<file path="config.mk">
export PLATFORM = sky130hd
export DESIGN_NAME = remote_comm_flat
export DESIGN_NICKNAME = d
export VERILOG_FILES = /design/src/rtl/remote_comm_pkg.sv /design/src/rtl/remote_comm_if.sv /design/src/rtl/remote_comm_uart.sv /design/src/rtl/remote_comm.sv /design/src/flat_wrapper.sv
export SDC_FILE = /design/constraint.sdc
export NUM_CORES = 1
export LEC_CHECK = 0
export CAP_MARGIN = 20
export CORE_ASPECT_RATIO = 0.9
export CORE_MARGIN = 3
export CORE_UTILIZATION = 30
export CTS_CLUSTER_DIAMETER = 40
export DETAILED_ROUTE_END_ITERATION = 6
export PLACE_DENSITY_LB_ADDON = 0.05
export SLEW_MARGIN = 10
export SYNTH_ARGS = -nofsm -noshare
export SYNTH_HDL_FRONTEND = slang
export SYNTH_SLANG_ARGS = --single-unit
</file>
<file path="constraint.sdc">
create_clock -name clk -period 2.71 [get_ports clk]
set_input_delay 0.542 -clock clk [delete_from_list [all_inputs] [get_ports clk]]
set_output_delay 0.542 -clock clk [all_outputs]
set_load 0.05 [all_outputs]
</file>
<file path="src/rtl/remote_comm_pkg.sv">
// Shared definitions for the remote_comm host-side serial bridge:
// default baud divisor, FSM state types and robot response codes.
package remote_comm_pkg;

    // 50 MHz / 19200 baud
    localparam int BAUD_DIV_DEF = 2604;

    // Response bytes the robot sends back
    localparam logic [7:0] RESP_ACK  = 8'hA5;  // calibration done
    localparam logic [7:0] RESP_DONE = 8'h5A;  // move done

    typedef enum logic [1:0] {
        IDLE,
        SEND_HI,
        SEND_LO
    } send_state_t;

    typedef enum logic [1:0] {
        RX_IDLE,
        RX_START,
        RX_DATA
    } rx_state_t;

endpackage

</file>
<file path="src/rtl/remote_comm_if.sv">
// Host-side command/response bundle of remote_comm.
// master = the bench/host issuing commands, slave = the bridge.
interface remote_comm_if;
    logic [15:0] cmd;
    logic        snd_cmd;
    logic        cmd_snt;
    logic        resp_rdy;
    logic [7:0]  resp;

    modport master (output cmd, snd_cmd, input cmd_snt, resp_rdy, resp);
    modport slave  (input cmd, snd_cmd, output cmd_snt, resp_rdy, resp);
endinterface

</file>
<file path="src/rtl/remote_comm_uart.sv">
// Full-duplex 8N1 transceiver. Bit timing uses down-counters reloaded
// with BAUD_DIV-1 and acted on at terminal count (BAUD_DIV must be >= 8).
// tx_done is combinational in the last clock of the stop bit so a new
// trmt in that same clock starts the next frame with no idle gap.
module remote_comm_uart
    import remote_comm_pkg::*;
#(
    parameter int BAUD_DIV = BAUD_DIV_DEF
) (
    input  logic       clk,
    input  logic       rst_n,
    input  logic       trmt,
    input  logic [7:0] tx_data,
    output logic       tx_done,
    output logic       TX,
    input  logic       RX,
    output logic [7:0] rx_data,
    output logic       rdy,
    output logic       rx_start
);
    localparam int CW = $clog2(BAUD_DIV);
    localparam logic [CW-1:0] BIT_LOAD  = CW'(BAUD_DIV - 1);
    localparam logic [CW-1:0] HALF_LOAD = CW'(BAUD_DIV / 2 - 1);

    logic [9:0]    tx_shft;
    logic [CW-1:0] tx_cnt;
    logic [3:0]    tx_bit;
    logic          tx_busy;

    assign tx_done = tx_busy && (tx_cnt == '0) && (tx_bit == 4'd9);
    // Idle value of the shifter is all ones, so TX is a glitch-free flop output
    assign TX      = tx_shft[0];

    // Transmit shifter: start, 8 data LSB first, stop
    always_ff @(posedge clk or negedge rst_n) begin
        if (!rst_n) begin
            tx_shft <= '1;
            tx_cnt  <= '0;
            tx_bit  <= '0;
            tx_busy <= 1'b0;
        end else if (trmt) begin
            tx_shft <= {1'b1, tx_data, 1'b0};
            tx_cnt  <= BIT_LOAD;
            tx_bit  <= '0;
            tx_busy <= 1'b1;
        end else if (tx_busy) begin
            if (tx_cnt == '0) begin
                if (tx_bit == 4'd9) begin
                    tx_busy <= 1'b0;
                end else begin
                    tx_shft <= {1'b1, tx_shft[9:1]};
                    tx_bit  <= tx_bit + 4'd1;
                    tx_cnt  <= BIT_LOAD;
                end
            end else begin
                tx_cnt <= tx_cnt - 1'b1;
            end
        end
    end

    logic          rx_s1, rx_s2, rx_prev;
    rx_state_t     rx_state, rx_next;
    logic [CW-1:0] rx_cnt;
    logic [3:0]    rx_bit;
    logic [7:0]    rx_shft;
    logic          rx_tc;

    assign rx_start = (rx_state == RX_IDLE) && rx_prev && !rx_s2;
    assign rx_tc    = (rx_cnt == '0);

    // RX synchronizer plus one delayed copy for falling-edge detect
    always_ff @(posedge clk or negedge rst_n) begin
        if (!rst_n) begin
            rx_s1   <= 1'b1;
            rx_s2   <= 1'b1;
            rx_prev <= 1'b1;
        end else begin
            rx_s1   <= RX;
            rx_s2   <= rx_s1;
            rx_prev <= rx_s2;
        end
    end

    // Receive FSM state register
    always_ff @(posedge clk or negedge rst_n) begin
        if (!rst_n) rx_state <= RX_IDLE;
        else        rx_state <= rx_next;
    end

    // Receive FSM next state; a start bit gone high at mid-bit is a glitch
    always_comb begin
        rx_next = rx_state;
        case (rx_state)
            RX_IDLE:  if (rx_start) rx_next = RX_START;
            RX_START: if (rx_tc) rx_next = rx_s2 ? RX_IDLE : RX_DATA;
            RX_DATA:  if (rx_tc && rx_bit == 4'd8) rx_next = RX_IDLE;
            default:  rx_next = RX_IDLE;
        endcase
    end

    // Receive datapath: mid-bit sampling, byte load only on a good stop bit
    always_ff @(posedge clk or negedge rst_n) begin
        if (!rst_n) begin
            rx_cnt  <= '0;
            rx_bit  <= '0;
            rx_shft <= '0;
            rx_data <= '0;
            rdy     <= 1'b0;
        end else begin
            rdy <= 1'b0;
            case (rx_state)
                RX_IDLE: rx_cnt <= HALF_LOAD;
                RX_START: begin
                    if (rx_tc) begin
                        rx_cnt <= BIT_LOAD;
                        rx_bit <= '0;
                    end else begin
                        rx_cnt <= rx_cnt - 1'b1;
                    end
                end
                RX_DATA: begin
                    if (rx_tc) begin
                        if (rx_bit == 4'd8) begin
                            if (rx_s2) begin
                                rx_data <= rx_shft;
                                rdy     <= 1'b1;
                            end
                        end else begin
                            rx_shft <= {rx_s2, rx_shft[7:1]};
                            rx_bit  <= rx_bit + 4'd1;
                        end
                        rx_cnt <= BIT_LOAD;
                    end else begin
                        rx_cnt <= rx_cnt - 1'b1;
                    end
                end
                default: rx_cnt <= HALF_LOAD;
            endcase
        end
    end

endmodule

</file>
<file path="src/rtl/remote_comm.sv">
// Host-side serial bridge: sends a 16-bit command as two 8N1 frames
// (high byte first) and reports single-byte robot responses.
// Build option: REMOTE_COMM_STICKY_RDY_EN makes resp_rdy a level that
// holds until the next accepted command or the next start bit; without
// it resp_rdy is a one-clock pulse alongside the resp update.
//
// state   | meaning
// IDLE    | no command in flight; cmd_snt reflects last command
// SEND_HI | shifting out held[15:8]
// SEND_LO | shifting out held[7:0]; cmd_snt set when its stop bit ends
module remote_comm
    import remote_comm_pkg::*;
#(
    parameter int BAUD_DIV = BAUD_DIV_DEF
) (
    input  logic clk,
    input  logic rst_n,
    input  logic RX,
    output logic TX,
    remote_comm_if.slave bus
);
    send_state_t state, nxt;
    logic [15:0] held;
    logic        trmt, tx_done, accept;
    logic [7:0]  tx_data, rx_data;
    logic        rdy, rx_start, cmd_snt_q;

    assign accept = (state == IDLE) && bus.snd_cmd;

    remote_comm_uart #(.BAUD_DIV(BAUD_DIV)) u_uart (
        .clk      (clk),
        .rst_n    (rst_n),
        .trmt     (trmt),
        .tx_data  (tx_data),
        .tx_done  (tx_done),
        .TX       (TX),
        .RX       (RX),
        .rx_data  (rx_data),
        .rdy      (rdy),
        .rx_start (rx_start)
    );

    // Send FSM state register
    always_ff @(posedge clk or negedge rst_n) begin
        if (!rst_n) state <= IDLE;
        else        state <= nxt;
    end

    // Send FSM next state; the high byte comes straight from cmd on accept
    always_comb begin
        nxt     = state;
        trmt    = 1'b0;
        tx_data = held[7:0];
        case (state)
            IDLE: begin
                if (bus.snd_cmd) begin
                    trmt    = 1'b1;
                    tx_data = bus.cmd[15:8];
                    nxt     = SEND_HI;
                end
            end
            SEND_HI: begin
                if (tx_done) begin
                    trmt = 1'b1;
                    nxt  = SEND_LO;
                end
            end
            SEND_LO: if (tx_done) nxt = IDLE;
            default: nxt = IDLE;
        endcase
    end

    // Holding register and the cmd_snt level
    always_ff @(posedge clk or negedge rst_n) begin
        if (!rst_n) begin
            held      <= '0;
            cmd_snt_q <= 1'b0;
        end else if (accept) begin
            held      <= bus.cmd;
            cmd_snt_q <= 1'b0;
        end else if (state == SEND_LO && tx_done) begin
            cmd_snt_q <= 1'b1;
        end
    end

    assign bus.cmd_snt = cmd_snt_q;
    assign bus.resp    = rx_data;

`ifdef REMOTE_COMM_STICKY_RDY_EN
    logic rdy_lvl;

    // Sticky ready: a new byte wins over a simultaneous clear
    always_ff @(posedge clk or negedge rst_n) begin
        if (!rst_n)                   rdy_lvl <= 1'b0;
        else if (rdy)                 rdy_lvl <= 1'b1;
        else if (accept || rx_start)  rdy_lvl <= 1'b0;
    end

    assign bus.resp_rdy = rdy_lvl;
`else
    logic unused_rx_start;
    assign unused_rx_start = rx_start;
    assign bus.resp_rdy    = rdy;
`endif

endmodule

</file>
<file path="src/flat_wrapper.sv">
// flat-port wrapper written by rule: the top's interface ports become plain ports
module remote_comm_flat import remote_comm_pkg::*;
#(
    parameter int BAUD_DIV = BAUD_DIV_DEF
)
  (clk, rst_n, RX, TX, bus_cmd, bus_snd_cmd, bus_cmd_snt, bus_resp_rdy, bus_resp);
  remote_comm_if bus_i ();
  input  logic clk;
  input  logic rst_n;
  input  logic RX;
  output logic TX;
  input wire logic [$bits(bus_i.cmd)-1:0] bus_cmd;
  input wire logic [$bits(bus_i.snd_cmd)-1:0] bus_snd_cmd;
  output wire logic [$bits(bus_i.cmd_snt)-1:0] bus_cmd_snt;
  output wire logic [$bits(bus_i.resp_rdy)-1:0] bus_resp_rdy;
  output wire logic [$bits(bus_i.resp)-1:0] bus_resp;
  assign bus_i.cmd = bus_cmd;
  assign bus_i.snd_cmd = bus_snd_cmd;
  assign bus_cmd_snt = bus_i.cmd_snt;
  assign bus_resp_rdy = bus_i.resp_rdy;
  assign bus_resp = bus_i.resp;
  remote_comm #(.BAUD_DIV(BAUD_DIV)) u_core (.clk(clk), .rst_n(rst_n), .RX(RX), .TX(TX), .bus(bus_i));
endmodule
</file>
==> impl_metrics.ini <==
[sta]
maxClockFrequency_mhz = 420.4
worst_hold_slack_across_all_endpoints_ns = 0.1956
final-max-slew-violation-count = 0
min_period_over_period_pct = 87.78
clock_skew_ns = 0.007439
grt_setup_unrepaired = false
period_minus_slack_ns = 2.379
fin_tns_setup_ns = 0
final_hold_viol_count = 0
timing.max_slew.rel_slack_pct = 63.82
setup_violations = 0
tightestPinTransition_ns = 0.5371

[drt]
detailedRoute.firstIterationViolations = 150
post-route-drc-count = 0
routed-wl-met2_um = 3443
route.met3.wl_um = 278
drt-wirelength-per-cell_um = 14.12
maxUsedRoutingLayer = met4
met1Wirelength_um = 4125
ant_nets = 0
via_count = 2668
postRouteWirelength_um = 7922
firstDrtPassIters = 4
detail_route.vias_per_cell = 4.756

[global_route]
grt_antenna_before_repair = 0
grt_start_max_net_pins = 40
overflow = 0
first_pass_grt_wire_length_um = 13880
grt_pass1_vias = 2758
gr-usage-all-layers_pct = 12.72

[setup_path]
endpoint = u_core.u_uart.rx_data[5]
regToRegSetupSlack_ns = 0.33
rr_worst_depth = 4
worst_path_max_delay_cell = sky130_fd_sc_hd__or4_1
reg2reg_from = u_core.u_uart.rx_cnt[2]
critPathCaptureType = flop
reg2reg_end = u_core.u_uart.rx_data[5]
critical_path_buf_inv_count = 0
worstPathMaxFanout = 8
cpPeakStageDelay_ns = 0.60
timing.critical_path.from = u_core.u_uart.rx_cnt[2]
timing.critical_path.depth = 4
cp_cell_sequence = or3_4, or4_1, nor3_4, mux2_2
timing_worst_setup_path_type = flop to flop
required_ns = 2.93
data_arrival_time_of_the_critical_path_ns = 2.60
setup.worst_path.start_class = flop
dominant_delay_contributor_by_cell_family_on_the_critical_path = simple AND/OR/NAND/NOR gates

[clock_tree]
cts_buffer_depth = 2
cts_resized = 0
clock_tree.htree_level_count = 3
clockRootBuffer = sky130_fd_sc_hd__clkbuf_16
clk_pin_slew_worst_paths_ns = 0.06
cts_buffers = 9
post-cts-setup-buffer-count = 0
post_cts_hold_buffer_count = 0
insertion_delay_ns = 0.33
cts_tree = yes
cts_num_sinks = 75

[synthesis]
synth_fp_nets = 390
post_synth_main_area_contributors = sky130_fd_sc_hd__dfrtp_1 (43%), sky130_fd_sc_hd__dfstp_2 (8.5%), sky130_fd_sc_hd__nand2_1 (5.8%)
synth-seq-cells = 75
synth_cells = 359
ys.warnings.count = 0
synth.distinct_cells = 56
async_flop_share_pct = 100.0
synth_seq_area_share_pct = 51.29
synthDominantCellAreaShare_pct = 42.74
ys_dominant_reg_cell = sky130_fd_sc_hd__dfrtp_1
synth_enable_flop_cells = 0
post_synth.cell_area_avg_um2 = 10.27
synth_top_area_cell = sky130_fd_sc_hd__dfrtp_1
syn_area_um2 = 3689

[power]
vdd_ir_drop_max_v = 0.0003170
cellPowerDensity_nw_per_um2 = 611.9
combinationalPowerShare_pct = 12.8
clkPwrFrac_pct = 43.4
power_switching_mw = 0.7364
netSwitchingFraction_pct = 26.46
power_report.internal_total_mw = 2.047
total_leakage_power_nw = 1.927
seq_power_share_pct = 43.8

[finish]
diodes = 0
design.final.nets = 431
post-route-util_pct = 38.83
final_layout_size_suffix_gt1_share_pct = 16.79
n_fill_cell = 1170
area.growth.synth_to_final_pct = 23.30

[floorplan]
num_rows = 37
initial_core_util_pct = 31.49
die_width_um = 122.9
die_height_um = 111.2
io-pin-count = 31
design.die.area_um2 = 13660
placeable_core_region_um2 = 11710

[place]
place_congestion = 0.7410
buffer_ports.inserted = 30
post-dp-hpwl_um = 5406

[flow_run]
timing.max_cap.violations = 0

[run_status]
status = finished, final reports clean

[min_path]
min-delay-path-class = input port to async pin
synth_stat cells (all sizes together), types with 2 or more instances:
master  instances
or2             2
xor2            9
mux2           16
nand4           3
o21bai          2
inv            14
and3            4
nand3          13
o22ai           4
or3             2
nand3b          3
a22o            4
a31oi           2
dfrtp          63
a21boi          3
nand2          57
clkbuf          9
buf             5
nor4            3
a221oi          4
o21ai           9
ha             11
nor3           13
a211oi          3
o31ai           3
and2            2
nor3b           3
xnor2           6
o21a            4
nand2b          7
a21oi          15
mux2i           9
nor2           25
dfstp          12
nor2b           2
final cells by class:
cell class / count / area (um2) / area share, %
clock inverters: 7 / 77.57 / 1.706
well taps: 156 / 195.2 / 4.292
multi-input cells: 256 / 1690 / 37.17
inverters: 14 / 52.55 / 1.155
flip-flops and latches: 75 / 1892 / 41.60
clock buffers: 9 / 225.2 / 4.952
repair buffers: 44 / 415.4 / 9.133
placed cells by master, fill, tap and decap left out, types with 11 or more instances in the layout:
cell and n:
sky130_fd_sc_hd__inv_1 14, sky130_fd_sc_hd__ha_1 11, sky130_fd_sc_hd__nand3_1 13, sky130_fd_sc_hd__nand2_1 57
sky130_fd_sc_hd__a21oi_1 15, sky130_fd_sc_hd__dfstp_2 12, sky130_fd_sc_hd__dfrtp_1 63, sky130_fd_sc_hd__buf_4 14
sky130_fd_sc_hd__clkdlybuf4s50_1 29, sky130_fd_sc_hd__nor2_1 24, sky130_fd_sc_hd__mux2_2 15, sky130_fd_sc_hd__nor3_1 11
power by group through the flow:
| stage | sequential, mW | combinational [mW] | clock [mW] |
|---|---|---|---|
| final | 1.22 | 0.357 | 1.21 |
| after global placement | 1.24 | 0.360 | 0 |
| after floorplan | 1.23 | 0.238 | 0 |
| after global routing | 1.23 | 0.403 | 1.30 |
| after CTS | 1.22 | 0.364 | 1.26 |
| after detailed placement | 1.24 | 0.359 | 0 |
worst register-to-register path: cells and delay by family (launching register included):
family / cells / cell delay (ns)
flip-flops: 1 / 0.41
AND/OR/NAND/NOR: 3 / 1.48
multiplexers: 1 / 0.39
registers in the layout (all words and copies together), names as in the netlist, 4 cells and up:
signal,flops
u_core.u_uart.rx_cnt,12
u_core.u_uart.rx_bit,4
u_core.u_uart.tx_cnt,12
u_core.u_uart.tx_bit,4
u_core.u_uart.rx_data,8
u_core.u_uart.tx_shft,9
u_core.held,8
u_core.u_uart.rx_shft,8
per-layer routing:
layer | track usage, % | vias up
li1 | - | 1342
met1 | 18.43 | 1282
met2 | 18.00 | 38
met3 | 3.878 | 6
met4 | 4.030 | 0
met5 | 0 | -
cells by family after synthesis:
logic type               after synthesis  synth area share, %
AND/OR/NAND/NOR                      144                19.88
flip-flops                            75                51.29
AO/OA/AOI/OAI                         61                11.19
buffers and inverters                 28                3.019
multiplexers                          25                7.327
XOR/XNOR                              15                3.562
adder cells (fa/ha/maj)               11                3.731
worst min-delay path by stage:
stage / slack [ns] / start / endpoint
finish: 0.20 / rst_n / u_core.u_uart.rx_bit[1]
global route: 0.22 / rst_n / u_core.u_uart.rx_data[1]
CTS: 0.21 / rst_n / u_core.u_uart.rx_shft[1]
detailed placement: 0.35 / u_core.u_uart.rx_s1 / u_core.u_uart.rx_s2
global placement: 0.35 / u_core.u_uart.rx_s1 / u_core.u_uart.rx_s2
floorplan: 0.25 / rst_n / u_core.bus.cmd_snt
metrics by stage:
step                cells  area [um2]  setup slack, ns  total power [mW]
floorplan             359        3689           0.5543             1.469
global placement      545        4245           0.3144             1.600
detailed placement    545        4245           0.3054             1.598
CTS                   561        4548           0.2997             2.839
global route          561        4548           0.2096             2.935
finish                561        4548           0.3312             2.783
(Power assumes the default switching activity.)
